`src/rtl/i2c_pkg.sv`:
```
// ---------------------------------------------------------------------------
// i2c_pkg
//   Shared definitions for the I2C write sequencer.
//   - state_t      : sequencer FSM states
//   - NUM_BYTES    : bytes per transaction (address + two payload bytes)
//   - BITS_PER_BYTE: data bits per byte (ACK slot not included)
//   - byte_of()    : selects the byte shifted out for a given byte index
//   - bus_levels() : SCL / SDA-pull-down levels for a {state, quarter} slot
// ---------------------------------------------------------------------------
package i2c_pkg;

    typedef enum logic [2:0] {
        IDLE    = 3'd0,
        START_C = 3'd1,
        BIT     = 3'd2,
        ACK     = 3'd3,
        STOP_C  = 3'd4,
        FINISH  = 3'd5
    } state_t;

    localparam int unsigned NUM_BYTES     = 3;
    localparam int unsigned BITS_PER_BYTE = 8;

    // Byte 0 is the address with the write (R/W = 0) bit appended,
    // then the payload high byte, then the payload low byte.
    function automatic logic [7:0] byte_of(input logic [1:0]  idx,
                                           input logic [6:0]  addr,
                                           input logic [15:0] data);
        logic [7:0] b;
        case (idx)
            2'd0:    b = {addr, 1'b0};
            2'd1:    b = data[15:8];
            default: b = data[7:0];
        endcase
        return b;
    endfunction

    // Returns {scl, oe} for one quarter of a bus phase. oe = 1 pulls SDA low.
    // Outside the active phases the bus is idle: SCL high, SDA released.
    function automatic logic [1:0] bus_levels(input state_t     st,
                                              input logic [1:0] q,
                                              input logic       bit_val);
        logic scl;
        logic oe;
        scl = 1'b1;
        oe  = 1'b0;
        case (st)
            START_C: begin
                // SDA falls while SCL is high, then SCL drops.
                scl = (q != 2'd3);
                oe  = (q != 2'd0);
            end
            BIT: begin
                // SDA settles during the low half, held through the high half.
                scl = q[1];
                oe  = ~bit_val;
            end
            ACK: begin
                scl = q[1];
                oe  = 1'b0;
            end
            STOP_C: begin
                // SCL rises with SDA low, then SDA is released while SCL is high.
                scl = (q != 2'd0);
                oe  = ~q[1];
            end
            default: begin
                scl = 1'b1;
                oe  = 1'b0;
            end
        endcase
        return {scl, oe};
    endfunction

endpackage

```
`src/rtl/i2c_quarter_tick.sv`:
```
// ---------------------------------------------------------------------------
// i2c_quarter_tick
//   Quarter-period timebase for the I2C sequencer. Counts system clocks while
//   enabled and emits a one-cycle tick every QUARTER clocks, advancing a
//   2-bit quarter index that wraps 3 -> 0.
//
//   Ports:
//     clk      in   system clock
//     rst_n    in   asynchronous active-low reset
//     en       in   count enable
//     clr      in   synchronous clear of counter and quarter index
//     tick     out  high in the last cycle of each quarter (only while en)
//     quarter  out  index of the quarter currently in progress
// ---------------------------------------------------------------------------
module i2c_quarter_tick #(
    parameter int unsigned QUARTER     = 125,
    parameter int unsigned count_width = 8
) (
    input  logic       clk,
    input  logic       rst_n,
    input  logic       en,
    input  logic       clr,
    output logic       tick,
    output logic [1:0] quarter
);

    localparam logic [count_width-1:0] LAST = count_width'(QUARTER - 1);

    logic [count_width-1:0] count_q, count_d;
    logic [1:0]             q_q, q_d;

    assign tick    = en && (count_q == LAST);
    assign quarter = q_q;

    always_comb begin
        count_d = count_q;
        q_d     = q_q;
        if (clr) begin
            count_d = '0;
            q_d     = 2'd0;
        end else if (tick) begin
            count_d = '0;
            q_d     = q_q + 2'd1;
        end else if (en) begin
            count_d = count_q + 1'b1;
        end
    end

    always_ff @(posedge clk or negedge rst_n) begin
        if (!rst_n) begin
            count_q <= '0;
            q_q     <= 2'd0;
        end else begin
            count_q <= count_d;
            q_q     <= q_d;
        end
    end

endmodule

```
`src/rtl/i2c_write_sequencer.sv`:
```
// ---------------------------------------------------------------------------
// i2c_write_sequencer
//   I2C master write controller: START, address byte (write), two payload
//   bytes, STOP, with ACK checked after every byte. SCL is generated from
//   the system clock only while a transaction is running.
//
//   Handshake: a request is accepted in any cycle where START = 1 and the
//   sequencer is idle (BUSY = 0); DEV_ADDR / REG_DATA are captured in that
//   cycle. BUSY rises the next cycle. Requests while BUSY = 1, or in the
//   single DONE cycle, are ignored. DONE is a one-cycle completion pulse.
//
//   Ports:
//     CLK_IN       in   system clock
//     RESET_N      in   asynchronous active-low reset
//     START        in   transaction request
//     DEV_ADDR     in   7-bit slave address
//     REG_DATA     in   payload, [15:8] sent first
//     BUSY         out  transaction in progress
//     DONE         out  one-cycle end-of-transaction pulse
//     ACK_ERR      out  slave NACKed during the last transaction
//     I2C_SCLK     out  SCL (push-pull)
//     I2C_SDAT_OE  out  1 pulls SDA low, 0 releases it
//     I2C_SDAT_IN  in   SDA level seen on the pin
// ---------------------------------------------------------------------------
module i2c_write_sequencer
    import i2c_pkg::*;
#(
    parameter int unsigned ref_rate    = 50000000,
    parameter int unsigned target_rate = 100000,
    parameter int unsigned count_width = 8
) (
    input  logic        CLK_IN,
    input  logic        RESET_N,
    input  logic        START,
    input  logic [6:0]  DEV_ADDR,
    input  logic [15:0] REG_DATA,
    output logic        BUSY,
    output logic        DONE,
    output logic        ACK_ERR,
    output logic        I2C_SCLK,
    output logic        I2C_SDAT_OE,
    input  logic        I2C_SDAT_IN
);

    localparam int unsigned QUARTER   = ref_rate / (4 * target_rate);
    localparam logic [1:0]  LAST_BYTE = 2'(NUM_BYTES - 1);
    localparam logic [2:0]  LAST_BIT  = 3'(BITS_PER_BYTE - 1);

    state_t      state_q, state_d;
    logic [6:0]  addr_q, addr_d;
    logic [15:0] data_q, data_d;
    logic [1:0]  byte_idx_q, byte_idx_d;
    logic [2:0]  bit_idx_q, bit_idx_d;
    logic        nack_q, nack_d;
    logic        scl_q, scl_d;
    logic        oe_q, oe_d;
    logic        busy_q, busy_d;
    logic        done_q, done_d;
    logic        ack_err_q, ack_err_d;

    logic        accept;
    logic        cnt_en;
    logic        tick;
    logic [1:0]  quarter;
    logic [7:0]  cur_byte;
    logic        cur_bit;
    logic [7:0]  nxt_byte;
    logic        nxt_bit;

    assign accept = (state_q == IDLE) && START;
    assign cnt_en = (state_q == START_C) || (state_q == BIT) ||
                    (state_q == ACK)     || (state_q == STOP_C);

    i2c_quarter_tick #(
        .QUARTER     (QUARTER),
        .count_width (count_width)
    ) u_tick (
        .clk     (CLK_IN),
        .rst_n   (RESET_N),
        .en      (cnt_en),
        .clr     (accept),
        .tick    (tick),
        .quarter (quarter)
    );

    always_comb begin
        state_d    = state_q;
        addr_d     = addr_q;
        data_d     = data_q;
        byte_idx_d = byte_idx_q;
        bit_idx_d  = bit_idx_q;
        nack_d     = nack_q;
        scl_d      = scl_q;
        oe_d       = oe_q;
        busy_d     = busy_q;
        done_d     = 1'b0;
        ack_err_d  = ack_err_q;

        cur_byte = byte_of(byte_idx_q, addr_q, data_q);
        cur_bit  = cur_byte[3'd7 - bit_idx_q];
        nxt_byte = 8'h00;
        nxt_bit  = 1'b1;

        case (state_q)
            IDLE: begin
                if (START) begin
                    state_d    = START_C;
                    addr_d     = DEV_ADDR;
                    data_d     = REG_DATA;
                    byte_idx_d = 2'd0;
                    bit_idx_d  = 3'd0;
                    nack_d     = 1'b0;
                    ack_err_d  = 1'b0;
                    busy_d     = 1'b1;
                    {scl_d, oe_d} = bus_levels(START_C, 2'd0, 1'b1);
                end
            end

            FINISH: begin
                state_d = IDLE;
            end

            default: begin
                if (tick) begin
                    if (quarter != 2'd3) begin
                        // Same phase, next quarter.
                        {scl_d, oe_d} = bus_levels(state_q, quarter + 2'd1, cur_bit);
                        // Slave response is taken at the end of the first
                        // SCL-high quarter of the ACK slot.
                        if ((state_q == ACK) && (quarter == 2'd2) && I2C_SDAT_IN) begin
                            nack_d    = 1'b1;
                            ack_err_d = 1'b1;
                        end
                    end else begin
                        case (state_q)
                            START_C: begin
                                state_d    = BIT;
                                byte_idx_d = 2'd0;
                                bit_idx_d  = 3'd0;
                            end
                            BIT: begin
                                if (bit_idx_q == LAST_BIT) begin
                                    state_d = ACK;
                                end else begin
                                    bit_idx_d = bit_idx_q + 3'd1;
                                end
                            end
                            ACK: begin
                                // A NACK ends the transfer; remaining bytes skipped.
                                if (nack_q || (byte_idx_q == LAST_BYTE)) begin
                                    state_d = STOP_C;
                                end else begin
                                    state_d    = BIT;
                                    byte_idx_d = byte_idx_q + 2'd1;
                                    bit_idx_d  = 3'd0;
                                end
                            end
                            STOP_C: begin
                                state_d = FINISH;
                                busy_d  = 1'b0;
                                done_d  = 1'b1;
                            end
                            default: begin
                                state_d = IDLE;
                            end
                        endcase
                        // Levels for quarter 0 of whatever phase comes next.
                        nxt_byte      = byte_of(byte_idx_d, addr_q, data_q);
                        nxt_bit       = nxt_byte[3'd7 - bit_idx_d];
                        {scl_d, oe_d} = bus_levels(state_d, 2'd0, nxt_bit);
                    end
                end
            end
        endcase
    end

    // Reset drops the bus to idle at once; an interrupted transfer gets no STOP.
    always_ff @(posedge CLK_IN or negedge RESET_N) begin
        if (!RESET_N) begin
            state_q    <= IDLE;
            addr_q     <= 7'd0;
            data_q     <= 16'd0;
            byte_idx_q <= 2'd0;
            bit_idx_q  <= 3'd0;
            nack_q     <= 1'b0;
            scl_q      <= 1'b1;
            oe_q       <= 1'b0;
            busy_q     <= 1'b0;
            done_q     <= 1'b0;
            ack_err_q  <= 1'b0;
        end else begin
            state_q    <= state_d;
            addr_q     <= addr_d;
            data_q     <= data_d;
            byte_idx_q <= byte_idx_d;
            bit_idx_q  <= bit_idx_d;
            nack_q     <= nack_d;
            scl_q      <= scl_d;
            oe_q       <= oe_d;
            busy_q     <= busy_d;
            done_q     <= done_d;
            ack_err_q  <= ack_err_d;
        end
    end

    assign BUSY        = busy_q;
    assign DONE        = done_q;
    assign ACK_ERR     = ack_err_q;
    assign I2C_SCLK    = scl_q;
    assign I2C_SDAT_OE = oe_q;

endmodule
```
`config.mk`:
```
export PLATFORM = sky130hd
export DESIGN_NAME = i2c_write_sequencer
export DESIGN_NICKNAME = d
export VERILOG_FILES = /design/src/rtl/i2c_pkg.sv /design/src/rtl/i2c_quarter_tick.sv /design/src/rtl/i2c_write_sequencer.sv
export SDC_FILE = /design/constraint.sdc
export NUM_CORES = 1
export LEC_CHECK = 0
export ABC_AREA = 1
export CORE_MARGIN = 1.5
export CORE_UTILIZATION = 23
export CTS_CLUSTER_SIZE = 14
export DETAILED_ROUTE_END_ITERATION = 16
export SETUP_SLACK_MARGIN = 0.3
export SYNTH_ARGS = -nofsm -noshare
export SYNTH_HDL_FRONTEND = slang
export SYNTH_SLANG_ARGS = --single-unit
```
`constraint.sdc`:
```
create_clock -name CLK_IN -period 1.86 [get_ports CLK_IN]
set_input_delay 0.372 -clock CLK_IN [delete_from_list [all_inputs] [get_ports CLK_IN]]
set_output_delay 0.372 -clock CLK_IN [all_outputs]
set_load 0.02 [all_outputs]
```
# Word level (Yosys, flattened, before mapping)
# Cells that the tools add are included.
[totals] register_bits=46 inputBits=27 output_inout_bits=5 word_cells=138
[classes] addsub=6 magnitude_cmp=2 n_eq_ne=19 n_mux=67 bitwise_logic=4 n_reduce_logical=28
[op_table] op="$mux 3" count=16
[op_table] op="$mux 8" count=6
[op_table] op="$pmux 8 s2" count=2
[op_table] op="$mux 1" count=19
[op_table] op="$mux 2" count=9
[op_table] op="$eq 3x2->1 const B" count=4
[op_table] op="$eq 3x3->1 const B" count=4
[op_table] op="$pmux 3 s2" count=2
[op_table] op="$pmux 3 s4" count=1
[op_table] op="$reduce_bool 2->1" count=6
[op_table] op="$pmux 1 s2" count=5
[op_table] op="$reduce_and 5->1" count=2
[op_table] op="$pmux 3 s3" count=1
[op_table] op="$add 8x1->8 const B" count=1
[op_table] op="$eq 8x7->1 const B" count=1
[op_table] op="$lt 3x4->1 const B" count=2
[op_table] op="$ne 2x2->1 const B" count=4
[op_table] op="$pmux 2 s2" count=2
[op_table] op="$bmux 1 s3" count=2
[op_table] op="$pmux 1 s3" count=2
[op_table] op="$reduce_and 3->1" count=2
[op_table] op="$reduce_bool 3->1" count=2
[op_table] op="$sub 3x3->3 const A" count=2
[op_table] op="$add 2x1->2 const B" count=2
[op_table] op="14 further kinds" count=27

# Logic depth before layout (Yosys ltp)
# Gate-level depths: netlist of run 1.
[depth] depth_word=19 depth_mapped=18 mapped_depth_nobuf=18

# Cells and area by module
# Synthesis of run 1 repeated with hierarchy kept, for this count alone.
[hier_totals] cells_unflattened=393 hier_area_um2=2882.8
[by_module_without_submodules] module="i2c_write_sequencer" n_inst=1 cells_each=315 area_per_inst_um2=2265.9 seq_area_each_um2=902.1
[by_module_without_submodules] module="i2c_quarter_tick" n_inst=1 cells_each=78 area_per_inst_um2=616.8 seq_area_each_um2=250.2

# Least setup slack after synthesis of run 1
# OpenSTA, ideal clock, no wires.
[synth_path] kind="register -> register" start="register byte_idx_q[0]" end="register oe_q, in the netlist I2C_SDAT_OE" setup_ns=0.119 arrival_ns=1.796 slack_ns=-0.055 stages_incl_launch_ff=12 period_less_slack_ns=1.915 cell_sequence="dfrtp_1 -> inv_1 -> ha_1 -> clkbuf_1 -> nor2_1 -> a21oi_1 -> o31ai_1 -> nand2_1 -> nand3_1 -> nand3_1 -> a21boi_1 -> nand2_1"
[synth_between] elab_chain_len=19 word_cells_on_any_way=41
[synth_rtl] item="from (decl)" line_no="i2c_write_sequencer.sv:52" text="logic [1:0] byte_idx_q, byte_idx_d;"
[synth_rtl] item="from (signal assigned)" line_no="i2c_write_sequencer.sv:195" text="byte_idx_q <= byte_idx_d;"
[synth_rtl] item="parallel branches: the longest is 16 deep, another holds $add 2x1->2"
[synth_rtl] item="$mux 1 (*)" line_no="i2c_write_sequencer.sv:125" text="if (quarter != 2'd3) begin"
[synth_rtl] item="$mux 1 (*)" line_no="i2c_write_sequencer.sv:124" text="if (tick) begin"
[synth_rtl] item="$pmux 1 s2 (*)" line_no="i2c_write_sequencer.sv:104" text="case (state_q)"
[synth_rtl] item="to (signal assigned)" line_no="i2c_write_sequencer.sv:187" text="oe_q <= 1'b0;"
[synth_rtl] item="to (signal assigned)" line_no="i2c_write_sequencer.sv:199" text="oe_q <= oe_d;"
[synth_rtl] item="to (decl)" line_no="i2c_write_sequencer.sv:56" text="logic oe_q, oe_d;"
# Mark *: on every way between the ends. The select of a mux whose other input is x is not followed.
# A chain may end at the register's enable or synchronous reset.

# Worst setup path after layout of run 1
# Same ends and word-level chain as after synthesis.

==> results.yml, run 1 <==
run_status:
  run_status: "finished with violations"
  failed_checks: "setup timing"
place:
  routabilityCongestion: 0.9180
  port_buffers: 31
  detailedPlacementHpwl_um: 5683
  dp_cells: 572
route:
  drt_pass_1_iters: 4
  detail_route.vias_per_cell: 4.620
  vias: 2832
  route.detailed.drc: 0
  detailedRoute.firstIterationViolations: 131
  detail_route.wl_per_cell_um: 14.03
  ant_nets: 0
  finalWirelength_um: 8599
  route.met3.wl_um: 324
  highest-signal-layer: "met4"
  met1_length_um: 3914
  route.met2.wl_um: 4285
cells_and_area:
  antenna_cells: 0
  final_core_util_pct: 38.73
  flow.area_growth_from_synthesis_pct: 63.14
  number_of_nets_in_the_final_layout: 504
  layout.cells.non_filler: 613
  post_route_cells_drive_above_1_share_pct: 35.53
  layout.cells.most_common_list: "sky130_fd_sc_hd__nand2_1, sky130_fd_sc_hd__inv_1, sky130_fd_sc_hd__dfrtp_1"
  fillers: 1141
  layout.cells.most_common: "sky130_fd_sc_hd__nand2_1"
die:
  placementRows: 39
  die_y_um: 111.8
  core_area_um2: 11470
  top_level_ports: 32
  floorplan.initialDensity_pct: 23.74
  die-width_um: 111.8
  die_area_um2: 12500
timing:
  drv_slew: 0
  final_hold_viol_count: 0
  fin_skew_ns: 0.008221
  min_period_over_period_pct: 110.2
  max_slew.worst_pin.slew_ns: 0.5804
  fmaxAchievable_mhz: 488.0
  timing.final.setup_violations: 7
  period_minus_slack_ns: 2.049
  slew-limit-headroom_pct: 61.31
  rsz0062_at_grt: "yes"
  final_critical_path_setup_slack_ns: -0.1893
  fin_tns_setup_ns: -0.2798
  finalHoldWorstSlack_ns: 0.1570
cts:
  cts.sinks: 46
  max_h_tree_level: 2
  later_pin_clock_latency_in_the_skew_report_ns: 0.29
  cts.clk_slew.worst_paths_ns: 0.07
  cts_buffer_depth: 2
  cts_made_buffers: 5
  clock_tree_from_tritoncts: "yes"
  ctsRootBufferMaster: "sky130_fd_sc_hd__clkbuf_16"
setup_path:
  timing.rr.start: "byte_idx_q[0]$_DFFE_PN0P_"
  reg2reg_setup_slack_ns: -0.19
  setup.worst_path.start_class: "register"
  critPathMaxStageDelay_ns: 0.36
  timing.critical_path.fanout_max: 5
  capturing_point_of_the_worst_reg2reg_path: "I2C_SDAT_OE$_DFFE_PN0P_"
  cp_data_required_time_ns: 2.08
  critPathCaptureType: "register"
  reg2regPathDepth: 18
  cp-endpoint: "I2C_SDAT_OE$_DFFE_PN0P_"
  crit_start: "byte_idx_q[0]$_DFFE_PN0P_"
  slowest_stage: "sky130_fd_sc_hd__dfrtp_1"
  worst-endpoint-arrival_ns: 2.27
  cp_cell_sequence: "inv_2 > buf_6 > ha_4 > inv_4 > nand2_4 > nand2_4 > nand2_4 > a21boi_4 > buf_12 > buf_16 > nand3_1 > nand3_1 > nand3_2 > nand3_2 > nand3_2 > nand2_2 > nand2_1 > nand2_1"
  path_class: "register to register"
yosys:
  yosysWarningCount: 0
  syn-mean-instance-area_um2: 7.299
  yosys.area_share.xor_xnor_pct: 0.9651
  compound_gate_fraction_of_synth_area_pct: 13.01
  combinational_family_with_the_most_area_after_synthesis: "simple AND/OR/NAND/NOR gates"
  synth_cell_type_count: 31
  sequential_share_of_the_synthesized_area_pct: 42.33
  synth_fa_ha_area_share_pct: 3.676
  synth_seq_cells: 46
  syn-cell-area_um2: 2723
  synth.mux.area_fraction_pct: 0
  synth_nets: 408
  post_syn_instances: 373
  synth_simple_gate_area_share_pct: 31.76
grt:
  grt-ovfl-total: 0
  first_global_vias: 2883
  antenna_violations_before_repair: 0
  grt_start_max_net_pins: 47
  global_route_wire_length_before_repair_um: 13480
  grt_use_total_pct: 13.13
min_path:
  hp_class: "input port to asynchronous set/reset pin"
power:
  p_leak_nw: 2.151
  p_per_cell_area_nw_per_um2: 449.9
  irDropWorstVdd_mv: 0.2873
  finalPower_mw: 1.998
job:
  max_cap_viol_count: 0
cell usage after synthesis:
master	n	area (um2)
sky130_fd_sc_hd__o211ai_1	1	7.510
sky130_fd_sc_hd__ha_1	8	100.1
sky130_fd_sc_hd__a21oi_1	15	75.07
sky130_fd_sc_hd__o21ai_0	25	125.1
sky130_fd_sc_hd__inv_2	5	18.77
sky130_fd_sc_hd__inv_1	48	180.2
sky130_fd_sc_hd__dfrtp_1	45	1126
sky130_fd_sc_hd__clkbuf_1	6	22.52
sky130_fd_sc_hd__dfstp_2	1	26.28
sky130_fd_sc_hd__nand4_1	4	25.02
sky130_fd_sc_hd__o221ai_1	1	8.760
sky130_fd_sc_hd__nor4_1	1	6.260
sky130_fd_sc_hd__nor4_4	1	21.27
sky130_fd_sc_hd__nand2_2	3	18.77
sky130_fd_sc_hd__nor2_4	5	56.30
sky130_fd_sc_hd__o31ai_1	3	22.52
sky130_fd_sc_hd__o311ai_2	1	16.27
sky130_fd_sc_hd__o21ai_1	10	50.05
sky130_fd_sc_hd__nand2_1	114	427.9
sky130_fd_sc_hd__buf_1	1	3.750
sky130_fd_sc_hd__nor2_1	19	71.32
sky130_fd_sc_hd__a21boi_2	1	11.26
sky130_fd_sc_hd__a22oi_1	1	7.510
sky130_fd_sc_hd__xor2_1	3	26.28
sky130_fd_sc_hd__nor3_1	2	10.01
sky130_fd_sc_hd__a31oi_1	1	6.260
sky130_fd_sc_hd__a211oi_1	1	7.510
sky130_fd_sc_hd__o21ai_2	1	8.760
sky130_fd_sc_hd__a21boi_1	1	7.510
sky130_fd_sc_hd__nor2_2	2	12.51
sky130_fd_sc_hd__nand3_1	43	215.2
logic make-up after synthesis:
group           Yosys count
compound gates           62
xor+xnor                  3
fa+ha+maj                 8
buf+inv                  60
flops                    46
simple gates            194
what timing repair did:
item | CTS | global route
cloned | 1 | 5
buffers inserted | 12 | 15
resized for setup | 42 | 102
hold buffers | 0 | 0
pin swaps | 13 | 20
setup endpoints to repair | 49 | 45
per-stage QoR:
| stage | cell area, um2 | setup slack (ns) |
|---|---|---|
| after global routing | 4442 | -0.3164 |
| after CTS | 3895 | -0.2044 |
| after floorplan | 2790 | 0.1041 |
| after detailed placement | 3482 | -0.3286 |
| final | 4442 | -0.1893 |
| after global placement | 3482 | -0.2377 |
worst min path at each step:
| stage | slack (ns) | cells after the start | end |
|---|---|---|---|
| after floorplan | 0.08 | 0 | ACK_ERR$_DFFE_PN0P_ |
| after global placement | 0.45 | 2 | I2C_SCLK$_DFFE_PN1P_ |
| after detailed placement | 0.47 | 2 | I2C_SCLK$_DFFE_PN1P_ |
| after CTS | 0.19 | 2 | u_tick.count_q[2]$_DFFE_PN0P_ |
| after global routing | 0.23 | 2 | u_tick.count_q[4]$_DFFE_PN0P_ |
| final | 0.16 | 2 | u_tick.count_q[2]$_DFFE_PN0P_ |
layer usage:
| metal | track usage [%] | up-vias |
|---|---|---|
| met5 | 0 | - |
| met3 | 2.177 | 9 |
| li1 | - | 1396 |
| met4 | 3.629 | 0 |
| met2 | 22.32 | 63 |
| met1 | 17.24 | 1364 |
critical path: cells and delay by family, from the launching register on:
kind,cells,cell delay (ns)
simple gates,11,0.78
buf+inv,5,0.45
flops,1,0.36
compound gates,1,0.22
fa+ha+maj,1,0.17
where the power goes:
part,total (mW),switching [mW],internal [mW]
Combinational,0.0832,0.0346,0.0486
Sequential,1.00,0,1.00
Clock,0.915,0.381,0.534
layout make-up:
| cell class | instances | area, um2 | share of cell area (%) |
|---|---|---|---|
| clock inverter | 1 | 5.005 | 0.1127 |
| inverter | 53 | 214.0 | 4.817 |
| sequential | 46 | 1155 | 26.00 |
| tap | 143 | 178.9 | 4.028 |
| multi-input combinational | 267 | 1760 | 39.63 |
| clock buffer | 7 | 142.6 | 3.211 |
| timing repair buffer | 96 | 985.9 | 22.20 |
registers in the layout (all words and copies together), names as in the netlist, 2 cells and up:
signal,flops
data_q,16
bit_idx_q,3
addr_q,7
u_tick.count_q,8
u_tick.quarter,2
byte_idx_q,2
state_q,3
Power figures use the tool's default switching activity.
==> run 2: changes to the inputs <==
Settings changed: SKIP_LAST_GASP from default to 1.
Clock period 1.86 ns to 2.65 ns, I/O delays scaled along.
==> run 2 against run 1 <==
  * The flow now finishes without violations
  * Clock skew fell by 0.0011 ns
  * Hold slack better by 0.021 ns
  * Register-to-register slack improved by 0.66 ns
  * Worst setup slack gained 0.66 ns
  * Global-route usage shrank 1.0 points
  * Critical path depth is 8 lower
  * Maximum frequency decreased by 5.8%
  * Routed wire length shrank 16%
  * Count of clock-buffer cells in the layout down 2
  * Power is 27% lower
  * Via count down 11%
==> results.yml, run 2 (synthesis results as in run 1) <==
run_status:
  run_status: "complete, no violations"
timing:
  fmaxAchievable_mhz: 459.8
  fin_skew_ns: 0.007165
  max_slew.worst_pin.slew_ns: 0.4601
  timing.final.setup_violations: 0
  rsz0062_at_grt: "yes"
  fin_tns_setup_ns: 0
  final_hold_viol_count: 0
  period_minus_slack_ns: 2.175
  finalHoldWorstSlack_ns: 0.1777
  slew-limit-headroom_pct: 69.12
  min_period_over_period_pct: 82.07
  drv_slew: 0
grt:
  top_usage_layer: "met2"
  grt_use_total_pct: 12.13
  grt_start_max_net_pins: 45
  gr-usage-met2_pct: 19.31
  grt-ovfl-total: 0
  first_global_vias: 2543
  antenna_violations_before_repair: 0
  global_route_wire_length_before_repair_um: 12340
  grt.met3_usage_pct: 2.559
  grt_util_met1_pct: 16.76
die:
  top_level_ports: 32
  die_y_um: 111.8
  die_area_um2: 12500
  core_area_um2: 11470
  floorplan.initialDensity_pct: 23.74
  placementRows: 39
  die-width_um: 111.8
place:
  routabilityCongestion: 0.8603
  dp_cells: 543
  port_buffers: 31
  detailedPlacementHpwl_um: 5521
  post_dp_cell_area_um2: 3203
cells_and_area:
  layout.cells.most_common: "sky130_fd_sc_hd__nand2_1"
  post_route_cells_drive_above_1_share_pct: 9.512
  layout.cells.non_filler: 553
  flow.area_growth_from_synthesis_pct: 25.05
  fillers: 1230
  number_of_nets_in_the_final_layout: 444
  reg.largest.list: "data_q (16), u_tick.count_q (8), addr_q (7)"
  number_of_flip_flops_in_the_largest_register: 16
  layout.cells.most_common_list: "sky130_fd_sc_hd__nand2_1, sky130_fd_sc_hd__inv_1, sky130_fd_sc_hd__dfrtp_1"
  fin_area_um2: 3405
  antenna_cells: 0
  registers.top_by_ff_count: "data_q"
setup_path:
  cp_data_required_time_ns: 2.82
  slowest_stage: "sky130_fd_sc_hd__dfrtp_1"
  path_class: "register to register"
  cp_cell_sequence: "inv_1 > ha_1 > nor2_4 > a21oi_1 > o31ai_1 > nand2_1 > nand3_1 > nand3_1 > a21boi_1 > nand2_1"
  worst-endpoint-arrival_ns: 2.35
  setup.worst_path.start_class: "register"
  critPathMaxStageDelay_ns: 0.41
  timing.critical_path.fanout_max: 8
  critPathCaptureType: "register"
route:
  detail_route.wl_per_cell_um: 13.03
  route.detailed.drc: 0
  vias: 2519
  drt_pass_1_iters: 4
  finalWirelength_um: 7205
  detailedRoute.firstIterationViolations: 99
  ant_nets: 0
  detail_route.vias_per_cell: 4.555
cts:
  cts.sinks: 46
  ctsRootBufferMaster: "sky130_fd_sc_hd__clkbuf_16"
  cts_made_buffers: 5
  max_h_tree_level: 2
  clock_tree_from_tritoncts: "yes"
  later_pin_clock_latency_in_the_skew_report_ns: 0.29
  cts.clk_slew.worst_paths_ns: 0.07
  cts.hold.buffers_added: 0
  cts_buffer_depth: 2
power:
  finalPower_mw: 1.466
  p_leak_nw: 1.615
  p_per_cell_area_nw_per_um2: 430.7
  irDropWorstVdd_mv: 0.2365
min_path:
  hp_class: "input port to asynchronous set/reset pin"
job:
  max_cap_viol_count: 0
-- run 2: area by class of cell --
| cell class | instances | area, um2 | share of cell area (%) |
|---|---|---|---|
| multi-input combinational | 267 | 1365 | 40.10 |
| sequential | 46 | 1154 | 33.88 |
| timing repair buffer | 36 | 342.8 | 10.07 |
| inverter | 53 | 198.9 | 5.843 |
| tap | 143 | 178.9 | 5.255 |
| clock buffer | 5 | 125.1 | 3.675 |
| clock inverter | 3 | 40.04 | 1.176 |
-- run 2: metal layers --
layer,part of all wire [%],vias to the layer above
met1,49,1182
met3,4.4,8
met4,1.1,0
met2,46,53
met5,0,-
li1,-,1276
-- run 2: where the power goes --
group	leakage (nW)	total, mW	switching (mW)	internal (mW)
sequential	0.482	0.702	0	0.702
combinational	1.05	0.0526	0.0193	0.0332
clock	0.0836	0.712	0.270	0.442
total	1.61	1.47	0.289	1.18
-- run 2: metrics by stage --
stage                     utilization, %  worst slack (ns)
after global routing               29.69            0.2554
final                              29.69            0.4752
after floorplan                        -            0.7350
after CTS                          29.39            0.3397
after global placement             27.93            0.2021
after detailed placement           27.93            0.1828
-- run 2: worst max-delay path: cells and delay by family (launching register included) --
kind            cells  cell delay [ns]
fa+ha+maj           1             0.34
compound gates      3             0.63
simple gates        5             0.59
flops               1             0.41
buf+inv             1             0.09
-- run 2: worst paths after layout --
| path | from | end | slack, ns | depth (start not counted) |
|---|---|---|---|---|
| min in group CLK_IN | I2C_SCLK$_DFFE_PN1P_ | I2C_SCLK$_DFFE_PN1P_ | 0.47 | 2 |
| max in group asynchronous | RESET_N | bit_idx_q[0]$_DFFE_PN0P_ | 1.72 | 2 |
| worst max-delay path | byte_idx_q[0]$_DFFE_PN0P_ | I2C_SDAT_OE$_DFFE_PN0P_ | 0.48 | 10 |
| worst min-delay path | RESET_N | u_tick.count_q[3]$_DFFE_PN0P_ | 0.18 | 1 |
| worst min register to register | I2C_SCLK$_DFFE_PN1P_ | I2C_SCLK$_DFFE_PN1P_ | 0.47 | 2 |
| worst max register to register | byte_idx_q[0]$_DFFE_PN0P_ | I2C_SDAT_OE$_DFFE_PN0P_ | 0.48 | 10 |
-- run 2: timing repair --
action	CTS	global route
gates cloned	0	0
hold endpoints to repair	0	0
setup buffers	0	2
pin swaps	0	2
endpoints found under the setup margin	1	5
gates resized for setup	1	6
